### config.mk
export PLATFORM = sky130hd
export DESIGN_NAME = fib_port_writer
export DESIGN_NICKNAME = d
export VERILOG_FILES = /design/src/rtl/fib_port_writer.sv
export SDC_FILE = /design/constraint.sdc
export NUM_CORES = 1
export LEC_CHECK = 0
export ABC_AREA = 1
export CELL_PAD_IN_SITES_DETAIL_PLACEMENT = 1
export CELL_PAD_IN_SITES_GLOBAL_PLACEMENT = 1
export CORE_MARGIN = 2
export CORE_UTILIZATION = 37
export CTS_CLUSTER_SIZE = 8
export DETAILED_ROUTE_END_ITERATION = 16
export GPL_TIMING_DRIVEN = 0
export PLACE_DENSITY_LB_ADDON = 0.1
export SLEW_MARGIN = 5
export SYNTH_ARGS = -nofsm -noshare
export SYNTH_HDL_FRONTEND = slang
export SYNTH_SLANG_ARGS = --single-unit
### constraint.sdc
create_clock -name clk -period 2.1 [get_ports clk]
set_input_delay 0.42 -clock clk [delete_from_list [all_inputs] [get_ports clk]]
set_output_delay 0.42 -clock clk [all_outputs]
set_load 0.05 [all_outputs]
### src/rtl/fib_port_writer.sv
// Streams a fixed Fibonacci test pattern to a memory-mapped result port:
// BEGIN_SYM, F0..F15, F15..F0, END_SYM, with one idle bus cycle between writes.
module fib_port_writer #(
    parameter logic [29:0] TEST_PORT = 30'hFF,
    parameter logic [31:0] BEGIN_SYM = 32'h00000168,
    parameter logic [31:0] END_SYM   = 32'hFFFFFD5D
) (
    input  logic        clk,
    input  logic        rst,
    input  logic        start,
    input  logic        stall,
    output logic        mem_wen,
    output logic [29:0] mem_addr,
    output logic [31:0] mem_wdata,
    output logic        busy,
    output logic        done,
    output logic [15:0] cycles
);

    localparam logic [1:0] IDLE  = 2'd0;
    localparam logic [1:0] WRITE = 2'd1;
    localparam logic [1:0] GAP   = 2'd2;
    localparam logic [1:0] DONE  = 2'd3;

    localparam logic [5:0] MID_IDX  = 6'd16;
    localparam logic [5:0] LAST_IDX = 6'd33;

    logic [1:0]  state_reg, state_next;
    logic [5:0]  idx_reg, idx_next;
    logic [31:0] a_reg, a_next;
    logic [31:0] b_reg, b_next;
    logic [15:0] cycles_reg, cycles_next;
    logic [15:0] cycles_inc;
    logic [31:0] value;
    logic [31:0] value_swapped;

    assign cycles_inc = (cycles_reg == 16'hFFFF) ? cycles_reg : cycles_reg + 16'd1;

    always_comb begin
        state_next  = state_reg;
        idx_next    = idx_reg;
        a_next      = a_reg;
        b_next      = b_reg;
        cycles_next = cycles_reg;
        case (state_reg)
            IDLE, DONE: begin
                if (start) begin
                    state_next  = WRITE;
                    idx_next    = 6'd0;
                    a_next      = 32'd0;
                    b_next      = 32'd1;
                    cycles_next = 16'd0;
                end
            end
            WRITE: begin
                cycles_next = cycles_inc;
                if (!stall) begin
                    if (idx_reg == LAST_IDX) begin
                        state_next = DONE;
                    end else begin
                        state_next = GAP;
                        idx_next   = idx_reg + 6'd1;
                        // Ascending half walks forward; descending half undoes it.
                        if (idx_reg != 6'd0 && idx_reg < MID_IDX) begin
                            a_next = b_reg;
                            b_next = a_reg + b_reg;
                        end else if (idx_reg > MID_IDX) begin
                            a_next = b_reg - a_reg;
                            b_next = a_reg;
                        end
                    end
                end
            end
            GAP: begin
                cycles_next = cycles_inc;
                state_next  = WRITE;
            end
            default: state_next = IDLE;
        endcase
    end

    always_ff @(posedge clk) begin
        if (!rst) begin
            state_reg  <= IDLE;
            idx_reg    <= 6'd0;
            a_reg      <= 32'd0;
            b_reg      <= 32'd1;
            cycles_reg <= 16'd0;
        end else begin
            state_reg  <= state_next;
            idx_reg    <= idx_next;
            a_reg      <= a_next;
            b_reg      <= b_next;
            cycles_reg <= cycles_next;
        end
    end

    assign value = (idx_reg == 6'd0)     ? BEGIN_SYM :
                   (idx_reg == LAST_IDX) ? END_SYM   : a_reg;

    // Receiver byte-swaps each word, so present the value byte-reversed.
    genvar gi;
    generate
        for (gi = 0; gi < 4; gi++) begin : g_swap
            assign value_swapped[8*gi +: 8] = value[8*(3-gi) +: 8];
        end
    endgenerate

    assign mem_wen   = (state_reg == WRITE);
    assign mem_addr  = mem_wen ? TEST_PORT : 30'd0;
    assign mem_wdata = mem_wen ? value_swapped : 32'd0;
    assign busy      = (state_reg == WRITE) || (state_reg == GAP);
    assign done      = (state_reg == DONE);
    assign cycles    = cycles_reg;

endmodule

---- Word-level counts from Yosys, hierarchy flattened ----
Index checks and enable logic that the tools add are counted.
W data, S select, Z words.
word-level totals
  output and inout port bits .............. 81
  input bits .............................. 4
  flip-flop bits (word level) ............. 88
  logic and storage cells ................. 60
cells by class
  reductions and logical operators ........ 12
  $add $sub $neg .......................... 4
  equality and inequality tests ........... 10
  $lt $le $gt $ge ......................... 2
  mux-type cells .......................... 27
operators by type and width
  operator                 number
  $mux W32                 13
  $pmux W32 S2             2
  $add A32 B32 Y32         1
  $mux W16                 2
  $pmux W16 S2             1
  $sub A32 B32 Y32         1
  $mux W6                  3
  $add A16 B1 Y16 const B  1
  $eq A16 B16 Y1 const B   1
  $pmux W6 S2              1
  $mux W8                  1
  $ne A2 B2 Y1 const B     4
  $add A6 B1 Y6 const B    1
  $eq A6 B6 Y1 const B     1
  $gt A6 B5 Y1 const B     1
  $logic_not A6 Y1         1
  $lt A6 B5 Y1 const B     1
  $pmux W2 S3              1
  $reduce_bool A6 Y1       1
  $reduce_and A5 Y1        1
  $eq A2 B2 Y1 const B     2
  $mux W2                  2
  $reduce_and A2 Y1        2
  $reduce_and A4 Y1        1
  other kinds (8)          9

---- Depth between registers and ports, before layout ----
Gate-level depths: netlist of run 1.
  depth in word-level cells ............... 6
  mapped depth ............................ 17
  depth with buffers taken out ............ 16

---- Worst setup path before layout of run 1 ----
No wires, ideal clock.
  path type ............................... reg-to-output
  start ................................... reg state_reg[1]
  end ..................................... out mem_wdata[17]
  data required time ...................... 1.680 ns
  path buffers ............................ 1
  path slack .............................. -0.925 ns
  stages on the path, launching flop included .. 6
  arrival time ............................ 2.605 ns
  cell sequence ........................... dfxtp_1 inv_1 ha_1 buf_2 nand2_1 nor3_1
between the ends
  word-level cells in the longest chain between the ends .. 2
ends and longest elaborated chain
  element                 RTL line  text
  start, declared         28        logic [1:0] state_reg, state_next;
  start signal, assigned  90        state_reg <= state_next;
  $eq A2 B1 Y1            109       assign mem_wen = (state_reg == WRITE);
  via mem_wen             12        output logic mem_wen,
  $mux W32                111       assign mem_wdata = mem_wen ? value_swapped : 32'd0;
  end, declared           14        output logic [31:0] mem_wdata,
The timed path passes the listed nets, and every way through them passes these cells.

---- Worst setup path after layout of run 1 ----
  start ................................... reg b_reg[0]
  end ..................................... reg a_reg[10]
between the ends
  word-level cells in the longest chain between the ends .. 6
ends and longest elaborated chain
  element                 RTL line  text
  start, declared         31        logic [31:0] b_reg, b_next;
  start signal, assigned  93        b_reg <= b_next;
  $sub A32 B32 Y32        68        a_next = b_reg - a_reg;
  $mux W32                67        end else if (idx_reg > MID_IDX) begin
  $mux W32                64        if (idx_reg != 6'd0 && idx_reg < MID_IDX) begin
  $mux W32                58        if (idx_reg == LAST_IDX) begin
  $mux W32                57        if (!stall) begin
  $pmux W32 S2            45        case (state_reg)
  end signal, assigned    92        a_reg <= a_next;
  end, declared           30        logic [31:0] a_reg, a_next;
No other way between the ends. The select of a mux whose other input is x is not followed.
A chain may end at the register's enable or synchronous reset.

==> impl_metrics.yaml, run 1 <==
yosys:
  synth_common_cells: "nand2_1, inv_1, nor2_1"
  ys_types: 41
  post_synth.cell_area_avg_sq_um: 5.665
  yosysTopAreaCell: "nand2_1"
  ys_async_sr_fraction_pct: 0
  ys_top_cells_by_area: "nand2_1, dfxtp_1, inv_1"
  seq_area_frac_synth_pct: 19.04
  yosys_warnings: 0
  ys_ff_latch: 88
  yosysTopAreaCellShare_pct: 20.41
  netlist_area_sq_um: 9251
  synth_edf_count: 0
  synth_most_common_cell: "nand2_1"
  synth_cells: 1633
  yosys_most_used_dff: "dfxtp_1"
global_route:
  antenna_found_initial: 0
  grt_usage_pct: 32.03
  grt_max_degree: 18
  overflow: 0
  grt_pass1_wl_microns: 64270
  first_global_vias: 11206
setup_path:
  cp_top_family: "simple AND/OR/NAND/NOR gates"
  required_ns: 2.39
  path_buf_inv: 3
  crit_top_cell: "nand2_2"
  crit_path_top_delay_cell: "fa_2"
  cp-end-kind: "flip-flop"
  crit_fanout: 3
  crit_chain: "inv_4 -> ha_4 -> fa_2 -> inv_2 -> nand4_1 -> nand2_2 -> nand2_2 -> nand2_4 -> buf_6 -> xor2_1 -> o21ai_1 -> a21oi_1"
  critical_path.max_stage_delay_ns: 0.41
  worst-path-stages: 12
  crit_type: "reg -> reg"
  start_kind: "flip-flop"
  arrival_ns: 2.61
  reg2regPathDepth: 12
floorplan:
  die_h_microns: 162.1
  std_cell_rows: 57
  core_area_sq_um: 24460
  start_util_pct: 37.82
  die_w_microns: 162.1
  ioPinCount: 85
  dieArea_sq_um: 26280
power:
  p_sw_mw: 8.503
  p_total_mw: 15.05
  swShare_pct: 56.49
  pwr-share-comb_pct: 74.3
  intPower_mw: 6.549
  p_clk_share_pct: 12.2
  cellPowerDensity_nw_per_um2: 1066
  p_leak_nw: 6.490
  peakVddDrop_mv: 0.7570
  p_seq_share_pct: 13.5
timing:
  setup_violations: 77
  whs_ns: 0.4864
  timing.final.ws_setup_ns: -0.2233
  hold_violations: 0
  skew_ns: 0.01249
  worstMarginPinSlew_ns: 0.8866
  slew_violations: 0
  rsz0062_at_grt: "true"
  min_period_ns: 2.323
  finalCritPeriodShare_pct: 110.6
  tns_ns: -5.509
  maxSlewHeadroom_pct: 40.89
  max_freq_ghz: 0.4304
clock_tree:
  cts_buffers: 9
  cts.sinks: 88
  cts_tree: "done"
  htree_num_levels: 3
  cts-root-buf: "clkbuf_16"
  clockBufferDepth: 2
  path_clk_slew_ns: 0.09
  clk_latency_ns: 0.38
detailed_routing:
  drc: 0
  vias: 11798
  post_drt_wl_per_cell_microns: 22.69
  routed_wl_microns: 48330
  firstDrtPassIters: 5
  vias_per_cell: 5.539
  drtAntennaViolNets: 0
  dr.first_iter.drc_count: 791
finish:
  syn_to_final_growth_pct: 52.61
  fillers: 3134
  multiInputGateArea_sq_um: 8366
  antennaDiodeCount: 0
  nets: 1875
  drive_gt1_share_pct: 39.53
  seq_area_sq_um: 1847
status:
  status: "complete, but fails checks"
  violations: "negative setup slack"
placed_design:
  hpwl_microns: 31270
  io_buffers: 62
  gp_congestion: 0.9824
worst_hold_path:
  hold_class: "reg -> reg"
  worstHoldPathCells: 2
run:
  maxCapViolCount: 0
worst paths after layout:
| kind | start | to | slack, ns |
|---|---|---|---|
| setup / recovery | b_reg[0]$_SDFFE_PN1P_ | a_reg[10]$_SDFFE_PN0P_ | -0.22 |
| hold / removal | cycles[9]$_SDFFE_PN0P_ | cycles[9]$_SDFFE_PN0P_ | 0.49 |
| setup reg to reg | b_reg[0]$_SDFFE_PN1P_ | a_reg[10]$_SDFFE_PN0P_ | -0.22 |
| hold reg to reg | cycles[9]$_SDFFE_PN0P_ | cycles[9]$_SDFFE_PN0P_ | 0.49 |
cells in the final DEF (no fill, tap or decap), drive strengths merged:
cell             n
nand2          508
inv            271
a21oi          175
buf            164
nor2           164
nand3          110
dfxtp           88
ha              68
o21ai           52
clkbuf          41
nor3            30
xor2            23
conb            22
clkdlybuf4s50   18
o211ai          14
nand4           13
o21bai          11
clkdlybuf4s15    4
dlygate4sd2      4
nor3b            4
clkinvlp         3
and2             3
o21a             2
and3             2
o221ai           2
fa               2
nor4             2
o22ai            1
a211oi           1
a31oi            1
a21o             1
clkinv           1
dlymetal6s2s     1
stage by stage:
stage	instances	utilization (%)	area (sq um)	setup WS, ns
2_1_floorplan	1654	-	9662	0.07115
3_3_place_gp	2040	43.69	10690	-0.7774
3_5_place_dp	2040	43.69	10690	-0.7926
4_1_cts	2083	50.38	12320	-0.1209
5_1_grt	2130	57.72	14120	-0.2761
6_report	2130	57.72	14120	-0.2233
repair_timing:
item                                    4_1_cts  5_1_grt
gates resized for setup                     515      412
hold buffers                                  0        0
endpoints found under the setup margin      116      116
gates cloned                                  6        4
buffers inserted                             34       44
pin swaps                                    26      105
cells by family (layout without fill, tap and decap cells):
| logic type | after synthesis | count (layout) | share of synthesized area (%) |
|---|---|---|---|
| compound gates | 260 | 260 | 15.77 |
| other cells | 1 | 22 | 0.04053 |
| xor+xnor | 23 | 23 | 2.177 |
| buf+inv | 357 | 507 | 16.39 |
| simple gates | 834 | 836 | 36.95 |
| flops | 88 | 88 | 19.04 |
| fa+ha+maj | 70 | 70 | 9.629 |
per-layer routing:
layer	track usage [%]	up-vias	share of wire, %
met3	4.673	146	6.0
met1	42.27	5764	42
li1	-	5416	-
met5	0	-	0
met4	12.07	0	5.4
met2	52.92	472	47
worst register-to-register path, cell delays in order (launching register included):
cell	delay (ns)
dfxtp_4	0.38
inv_4	0.04
ha_4	0.16
fa_2	0.41
inv_2	0.09
nand4_1	0.19
nand2_2	0.21
nand2_2	0.08
nand2_4	0.10
buf_6	0.11
xor2_1	0.17
o21ai_1	0.10
a21oi_1	0.18
final cells by class:
class | count | share of cell area (%)
plain buffers | 75 | 5.140
well taps | 324 | 2.871
clock buffers | 9 | 1.595
clock inverters | 7 | 0.4520
repair buffers | 148 | 10.21
flip-flops and latches | 88 | 13.08
multi-input cells | 1211 | 59.25
inverters | 268 | 7.400
power by group through the flow:
stage | logic [mW] | clock network [mW] | registers (mW)
global route | 11.8 | 1.87 | 2.05
CTS | 8.75 | 1.81 | 1.98
finish | 11.2 | 1.83 | 2.04
global placement | 7.53 | 0 | 2.00
floorplan | 5.26 | 0 | 2.00
detailed placement | 7.65 | 0 | 2.01
(Power assumes the default switching activity.)
==> run 2, diff against run 1 <==
--- a/config.mk
+++ b/config.mk
@@ -6,14 +6,12 @@
 export NUM_CORES = 1
 export LEC_CHECK = 0
 export ABC_AREA = 1
-export CELL_PAD_IN_SITES_DETAIL_PLACEMENT = 1
-export CELL_PAD_IN_SITES_GLOBAL_PLACEMENT = 1
 export CORE_MARGIN = 2
-export CORE_UTILIZATION = 37
+export CORE_UTILIZATION = 54
 export CTS_CLUSTER_SIZE = 8
 export DETAILED_ROUTE_END_ITERATION = 16
 export GPL_TIMING_DRIVEN = 0
-export PLACE_DENSITY_LB_ADDON = 0.1
+export PLACE_DENSITY = 0.79
 export SLEW_MARGIN = 5
 export SYNTH_ARGS = -nofsm -noshare
 export SYNTH_HDL_FRONTEND = slang
==> run 2 against run 1 <==
Routed wire length down 9.4%. Clock power shrank 6%. Power decreased by 6.5%. Clock skew up 0.0059 ns. Non-clock buffer count decreased by 11. Design area shrank 3.5%. Largest cell class unchanged. The run still ends with negative setup slack left.
==> impl_metrics.yaml, run 2 (synthesis gave the netlist of run 1 again) <==
power:
  cellPowerDensity_nw_per_um2: 1033
  p_clk_share_pct: 12.3
  p_leak_nw: 6.311
  p_total_mw: 14.07
  swShare_pct: 55.37
  peakVddDrop_mv: 0.8586
  pwr-share-comb_pct: 73.3
  p_seq_share_pct: 14.5
  intPower_mw: 6.280
  p_sw_mw: 7.792
global_route:
  grt_max_degree: 18
  grt_pass1_wl_microns: 54750
  grt_usage_pct: 39.33
  first_global_vias: 10105
  overflow: 0
  antenna_found_initial: 1
timing:
  maxSlewHeadroom_pct: 34.76
  min_period_ns: 2.645
  slew_violations: 0
  timing.final.ws_setup_ns: -0.5448
  skew_ns: 0.01837
  rsz0062_at_grt: "true"
  setup_violations: 98
  finalCritPeriodShare_pct: 125.9
  tns_ns: -18.41
  hold_violations: 0
  max_freq_ghz: 0.3781
  worstMarginPinSlew_ns: 0.9786
floorplan:
  ioPinCount: 85
  dieArea_sq_um: 18200
  die_h_microns: 134.9
  core_area_sq_um: 16640
  die_w_microns: 134.9
  std_cell_rows: 47
  start_util_pct: 55.59
finish:
  layout_common_cells: "nand2_1, inv_1, nor2_1"
  antennaDiodeCount: 0
  syn_to_final_growth_pct: 47.20
  fillers: 1093
  final_common_cell: "nand2_1"
  nets: 1864
  finalNonFillerCells: 2015
  final_area_sq_um: 13620
  drive_gt1_share_pct: 35.60
detailed_routing:
  drtAntennaViolNets: 0
  vias_per_cell: 6.084
  firstDrtPassIters: 11
  drc: 0
  post_drt_wl_per_cell_microns: 21.73
  routed_wl_microns: 43800
  dr.first_iter.drc_count: 1615
  vias: 12259
setup_path:
  required_ns: 2.31
  start_kind: "flip-flop"
  crit_fanout: 10
  cp-end-kind: "flip-flop"
  arrival_ns: 2.85
  crit_type: "reg -> reg"
  reg2reg_slack_ns: -0.54
worst_hold_path:
  hold_class: "reg -> reg"
clock_tree:
  htree_num_levels: 3
  clockBufferDepth: 2
  hold_buffers: 0
  cts_tree: "done"
  cts_buffers: 9
  path_clk_slew_ns: 0.09
  clk_latency_ns: 0.38
  cts-root-buf: "clkbuf_16"
  cts.sinks: 88
placed_design:
  hpwl_microns: 26350
  place_area_sq_um: 10560
  io_buffers: 62
  gp_congestion: 1.046
  dp_cells: 1936
run:
  maxCapViolCount: 0
status:
  status: "complete, but fails checks"
  violations: "negative setup slack"
==> run 2: area by class of cell <==
type	instances	area (sq um)	share of cell area, %
inverters	268	1033	7.589
well taps	220	275.3	2.021
clock inverters	7	62.56	0.4594
plain buffers	74	703.2	5.164
repair buffers	138	1415	10.39
multi-input cells	1211	8068	59.24
flip-flops and latches	88	1836	13.48
clock buffers	9	225.2	1.654
==> run 2: through the flow <==
| stage | worst slack [ns] | hold slack (ns) | util, % |
|---|---|---|---|
| 6_report | -0.5448 | 0.4878 | 81.83 |
| 5_1_grt | -0.5288 | 0.5079 | 81.83 |
| 4_1_cts | -0.1355 | 0.4833 | 71.48 |
| 3_5_place_dp | -0.7704 | 0.4731 | 63.44 |
| 3_3_place_gp | -0.7396 | 0.4728 | 63.44 |
| 2_1_floorplan | 0.07115 | 0.4611 | - |
==> run 2: layer usage <==
layer	up-vias	wire (microns)	GRT usage, %
met5	-	13	0
met4	2	3649	18.13
met3	318	5946	8.521
met2	1049	18580	61.51
met1	5484	15610	51.75
li1	5406	-	-
==> run 2: timing repair <==
item | CTS | global route
setup buffers | 18 | 49
pin swaps | 23 | 90
gates cloned | 4 | 7
setup endpoints to repair | 113 | 111
resized for setup | 466 | 379
==> run 2: worst max-delay path: stages, from the launching register on <==
cell and delay [ns]:
dfxtp_2 0.34, inv_2 0.08, ha_4 0.14, buf_6 0.11
buf_12 0.12, inv_1 0.10, nor3_2 0.30, nor2_4 0.11
buf_4 0.16, inv_2 0.14, buf_4 0.25, nand2_1 0.14
a21oi_1 0.48
==> run 2: final timing paths <==
path         cells past startpoint                 startpoint                endpoint
max                             12  state_reg[1]$_SDFFE_PN0P_   a_reg[7]$_SDFFE_PN0P_
min                              2     a_reg[20]$_SDFFE_PN0P_  a_reg[20]$_SDFFE_PN0P_
max reg2reg                     12  state_reg[1]$_SDFFE_PN0P_   a_reg[7]$_SDFFE_PN0P_
min reg2reg                      2     a_reg[20]$_SDFFE_PN0P_  a_reg[20]$_SDFFE_PN0P_
==> run 2: power by group through the flow <==
| stage | Sequential, mW | Clock [mW] | Combinational [mW] |
|---|---|---|---|
| final | 2.04 | 1.72 | 10.3 |
| after detailed placement | 2.00 | 0 | 7.27 |
| after global placement | 2.00 | 0 | 7.21 |
| after CTS | 1.99 | 1.67 | 8.19 |
| after floorplan | 2.00 | 0 | 5.26 |
| after global routing | 2.05 | 1.76 | 10.8 |
